**config.mk**
```make
export PLATFORM = sky130hd
export DESIGN_NAME = pipe_skid_reg
export DESIGN_NICKNAME = d
export VERILOG_FILES = /design/src/rtl/pipe_skid_reg_pkg.sv /design/src/rtl/pipe_skid_reg.sv
export SDC_FILE = /design/constraint.sdc
export NUM_CORES = 1
export LEC_CHECK = 0
export CORE_UTILIZATION = 51
export DETAILED_ROUTE_END_ITERATION = 7
export HOLD_SLACK_MARGIN = 0.12
export PLACE_DENSITY = 0.81
export SKIP_LAST_GASP = 1
export SLEW_MARGIN = 10
export SYNTH_ARGS = -nofsm -noshare
export SYNTH_HDL_FRONTEND = slang
export SYNTH_SLANG_ARGS = --single-unit
export TNS_END_PERCENT = 50
```
**constraint.sdc**
```tcl
create_clock -name in_clk -period 3.7 [get_ports in_clk]
set_input_delay 0.74 -clock in_clk [delete_from_list [all_inputs] [get_ports in_clk]]
set_output_delay 0.74 -clock in_clk [all_outputs]
set_load 0.03 [all_outputs]
```
**src/rtl/pipe_skid_reg_pkg.sv**
```systemverilog
// Shared definitions for the two-entry skid pipeline register, so hazard and
// stall logic can decode the buffer occupancy without reaching into the block.
package pipe_skid_reg_pkg;

    localparam int DEFAULT_WIDTH = 32;

    typedef enum logic [1:0] {
        ST_EMPTY = 2'd0,
        ST_ONE   = 2'd1,
        ST_FULL  = 2'd2
    } skid_state_t;

    // Occupancy seen by stall units; the unused encoding reads as empty.
    function automatic logic [1:0] count_of_state(input skid_state_t st);
        logic [1:0] cnt;
        cnt = 2'd0;
        case (st)
            ST_ONE:  cnt = 2'd1;
            ST_FULL: cnt = 2'd2;
            default: cnt = 2'd0;
        endcase
        return cnt;
    endfunction

endpackage

```
**src/rtl/pipe_skid_reg.sv**
```systemverilog
// Two-entry pipeline buffer between CPU stages. The skid slot keeps
// out_up_ready a pure function of registered state, so no in_dn_ready path.
module pipe_skid_reg
    import pipe_skid_reg_pkg::*;
#(
    parameter int WIDTH = DEFAULT_WIDTH
) (
    input  logic             in_clk,
    input  logic             in_rst,
    input  logic             in_flush,
    input  logic             in_up_valid,
    input  logic [WIDTH-1:0] in_up_data,
    output logic             out_up_ready,
    output logic             out_dn_valid,
    output logic [WIDTH-1:0] out_dn_data,
    input  logic             in_dn_ready,
    output logic [1:0]       out_count
);

    // Handshake: a beat moves on a falling edge where valid and ready are both
    // high; ready never depends on the partner's valid, and valid never drops
    // on this side until the beat is taken (or the buffer is flushed/reset).

    skid_state_t      state;
    logic [WIDTH-1:0] main_q;
    logic [WIDTH-1:0] skid_q;
    logic             up_xfer;
    logic             dn_xfer;

    assign out_dn_valid = (state == ST_ONE) || (state == ST_FULL);
    assign out_up_ready = (state != ST_FULL);
    assign out_dn_data  = main_q;
    assign out_count    = count_of_state(state);

    assign up_xfer = in_up_valid & out_up_ready;
    assign dn_xfer = out_dn_valid & in_dn_ready;

    // Flush only redirects the state; slot contents are left alone because
    // out_dn_valid=0 already marks them as stale.
    always_ff @(negedge in_clk or posedge in_rst) begin
        if (in_rst) begin
            state  <= ST_EMPTY;
            main_q <= '0;
            skid_q <= '0;
        end else if (in_flush) begin
            state <= ST_EMPTY;
        end else begin
            case (state)
                ST_EMPTY: begin
                    if (up_xfer) begin
                        state  <= ST_ONE;
                        main_q <= in_up_data;
                    end
                end
                ST_ONE: begin
                    if (up_xfer && dn_xfer) begin
                        main_q <= in_up_data;
                    end else if (up_xfer) begin
                        state  <= ST_FULL;
                        skid_q <= in_up_data;
                    end else if (dn_xfer) begin
                        state <= ST_EMPTY;
                    end
                end
                ST_FULL: begin
                    if (dn_xfer) begin
                        state  <= ST_ONE;
                        main_q <= skid_q;
                    end
                end
                default: state <= ST_EMPTY;
            endcase
        end
    end

endmodule

```
* Yosys cells after proc, flatten, opt, wreduce, memory -nomap -nowiden
Index checks and enable logic that the tools add are counted.
** Storage, ports and cells
- Flip-flop bits (word level) :: 66
- Bits of input ports :: 37
- Output and inout port bits :: 36
** Operators by class
- Equal/unequal tests :: 10
- Multiplexer cells :: 12
- Bitwise logic cells :: 4
- Reductions and logical operators :: 7
** Operators with widths (number)
- $mux 32 :: 3
- $pmux 32 s3 :: 1
- $mux 2 :: 6
- $ne 3x3->1 const B :: 3
- $reduce_and 4->1 :: 2
- $ne 2x2->1 const B :: 3
- $pmux 2 s3 :: 1
- $reduce_and 5->1 :: 1
- $ne 4x4->1 const B :: 1
- $pmux 2 s2 :: 1
- $reduce_bool 3->1 :: 1
- $and 1x1->1 :: 2
- $eq 2x1->1 const B :: 1
- $eq 2x2->1 const B :: 1
- $logic_not 2->1 :: 1
- $ne 2x1->1 const B :: 1
- $not 1->1 :: 2
- $logic_and 1x1->1 :: 1
- $logic_or 1x1->1 :: 1

* Depth between registers and ports, before layout
- Depth after elaboration :: 8
- Depth in mapped cells :: 9
- Mapped depth without buffers :: 6

==> impl_metrics.csv <==
group,metric,value,unit
outcome,status,"finished with violations",
clock_tree,cts_sinks,66,
logic_synthesis,ys_warn_count,0,
power,p_total,0.00320,W
setup_path,crit_type,"reg2out",
clock_tree,ctsLongestPathBuffers,2,
timing,setup_viol,5,
logic_synthesis,yosysSeqAreaShare,51.7,%
clock_tree,cts_buffers,9,
logic_synthesis,syn_inst,201,
setup_path,end_kind,"primary output",
logic_synthesis,netlist_area,3200,sq um
logic_synthesis,synth_seq_cells,66,
routing,wire_per_inst,17.3,um
global_routing,grt_pass1_wl,10500,um
placed_design,port_buffers,72,
clock_tree,root_buffer,"clkbuf_8",
routing,remaining_drc_errors,0,
global_routing,grt-ovfl-total,0,
routing,vias,1952,
outcome,violations,"negative setup slack",
global_routing,grt_start_max_net_pins,36,
logic_synthesis,ys_top_cells_by_area,"dfrtn_1, mux2_2, mux2_4",
routing,dr.pass1.iters,4,
final_layout,area_delta_synth_final,42.5,%
floorplan,die_x,81.2,um
placed_design,placed_cells,358,
placed_design,place_congestion,0.739,
power,power_density,703,nW/um^2
timing,tns,-0.594,ns
timing,slew_viol_final,0,
final_layout,drive_above_1_share,61.6,%
power,ir_drop,407,uV
routing,drt_iter0_markers,57,
logic_synthesis,synth_area_leader_cell,"dfrtn_1",
floorplan,ioPinCount,73,
run,cap_violations,0,
setup_path,startpoint_type,"register",
floorplan,die_h,81.2,um
setup_path,crit_path_max_fanout,3,
logic_synthesis,synth_nets,242,
routing,ant_nets,0,
logic_synthesis,synth_top_area_share,51.7,%
clock_tree,h-tree-depth,3,
timing,tightest_slew,0.304,ns
logic_synthesis,synth_cell_types,26,
floorplan,initial_core_util,53.3,%
timing,fin_ws,-0.169,ns
global_routing,antenna_found_initial,0,
placed_design,place_hpwl,4260,um
global_routing,grt_pass1_vias,2026,
timing,finClkSkew,0.00993,ns
logic_synthesis,avgSynthCellArea,15.9,sq um
clock_tree,cts_tree,"yes",
routing,routed_wl,6570,um
final_layout,nets,341,
floorplan,core,5990,sq um
final_layout,n_antenna_cell,0,
global_routing,grtUsageTotal,22.1,%
power,cellLeakagePower,2.09,nW
timing,rsz0062_at_grt,"yes",
clock_tree,clk_latency,0.33,ns
final_layout,final_cells,380,
timing,hold_viol,0,
floorplan,dieArea,6590,sq um
clock_tree,path_clk_slew,0.06,ns
setup_path,critPathRequiredTime,2.96,ns
setup_path,crit_arrival,3.13,ns
final_layout,fillers,385,
routing,via_per_inst,5.14,
timing,slew-limit-headroom,79.8,%
floorplan,row_count,28,
min_path,holdCritPathClass,"reg2reg",
## synthesized netlist by cell type
cell,instances
dfrtn_1,66
mux2_2,61
mux2_4,35
buf_6,7
ha_1,4
inv_1,3
a21oi_1,2
clkbuf_1,2
inv_2,2
nand2_1,2
nand2b_1,2
a21o_1,1
a22o_1,1
a32o_1,1
and3_1,1
buf_12,1
buf_2,1
mux2i_1,1
nand3_2,1
nand3b_1,1
nand4b_4,1
nor2_1,1
nor2b_1,1
o211ai_1,1
o21bai_1,1
o22ai_2,1
## kinds of logic (layout without fill, tap and decap cells)
group | Yosys count | count (layout) | share of synthesized area (%)
adders and majority gates | 4 | 4 | 1.57
DFF | 66 | 66 | 51.7
muxes | 97 | 97 | 38.3
AOI/OAI and AO/OA | 8 | 8 | 2.00
buffers and inverters | 16 | 120 | 4.07
and+or+nand+nor | 10 | 10 | 2.43
## state kept, by name (all words and copies together), names as in the netlist
name	flops
out_dn_data	32
skid_q	32
state	2
## timing repair
| item | 4_1_cts | 5_1_grt |
|---|---|---|
| pin swaps | 1 | 1 |
| cloned | 1 | 0 |
| endpoints found under the setup margin | 99 | 73 |
| resized for setup | 90 | 14 |
| endpoints found under the hold margin | 0 | 0 |
| buffers inserted | 4 | 1 |
| hold buffers | 0 | 0 |
## worst paths after layout
| check | start | end | slack [ns] | depth (start not counted) |
|---|---|---|---|---|
| max | state[1] | out_dn_valid | -0.17 | 3 |
| min | skid_q[6] | skid_q[6] | 0.45 | 1 |
| max reg2reg | state[1] | skid_q[21] | 1.53 | 8 |
| min reg2reg | skid_q[6] | skid_q[6] | 0.45 | 1 |
| max in group asynchronous | in_rst | skid_q[28] | 0.92 | 3 |
| min in group asynchronous | in_rst | out_dn_data[1] | 2.57 | 3 |
## layer usage
metal  global-route usage [%]  vias up  share of wire (%)  wire length (um)
met5                        0        -                  0                 0
met4                     9.64        0                1.5                99
met3                     6.63        9                5.0               328
met2                     33.8       56                 46              3020
met1                     29.2      969                 48              3120
li1                         -      918                  -                 -
## placed cells by master, fill, tap and decap left out, types with 2 or more instances in the layout
cell and n:
dfrtn_1 66, mux2_2 61, mux2_4 35, clkdlybuf4s50_1 33, clkdlybuf4s15_2 26, buf_4 20
clkbuf_8 10, buf_12 9, inv_2 4, buf_6 4, clkinvlp_4 3, ha_4 3
nand2b_4 2, nand2_1 2, a21oi_1 2, bufinv_16 2, clkbuf_2 2, clkdlybuf4s15_1 2
## through the flow
step	util (%)	setup slack, ns	hold WS, ns	cell area (sq um)
global route	76.0	-0.194	0.464	4550
global placement	69.2	-0.609	0.442	4150
CTS	75.3	-0.158	0.449	4510
finish	76.0	-0.169	0.449	4550
floorplan	-	-0.0200	0.434	3200
detailed placement	69.2	-0.652	0.447	4150
## worst max-delay path, cell delays in order (launching register included)
cell and delay (ns):
dfrtn_1 0.46, inv_2 0.09, ha_4 0.28, buf_6 0.12
## report_power, final
group	switching (W)	internal (W)	total, W
clock	0.000291	0.000399	0.000690
sequential	0.000177	0.00107	0.00124
combinational	0.000578	0.000687	0.00127
## area by class of cell
class                      instances  area [sq um]  share of cell area [%]
clock buffer                      10           138                    3.02
clock inverter                     6          88.8                    1.95
inverter                           5          22.5                   0.495
multi-input combinational        119          1480                    32.4
sequential                        66          1650                    36.3
tap                               75          93.8                    2.06
timing repair buffer              99          1080                    23.8
(Power assumes the default switching activity.)
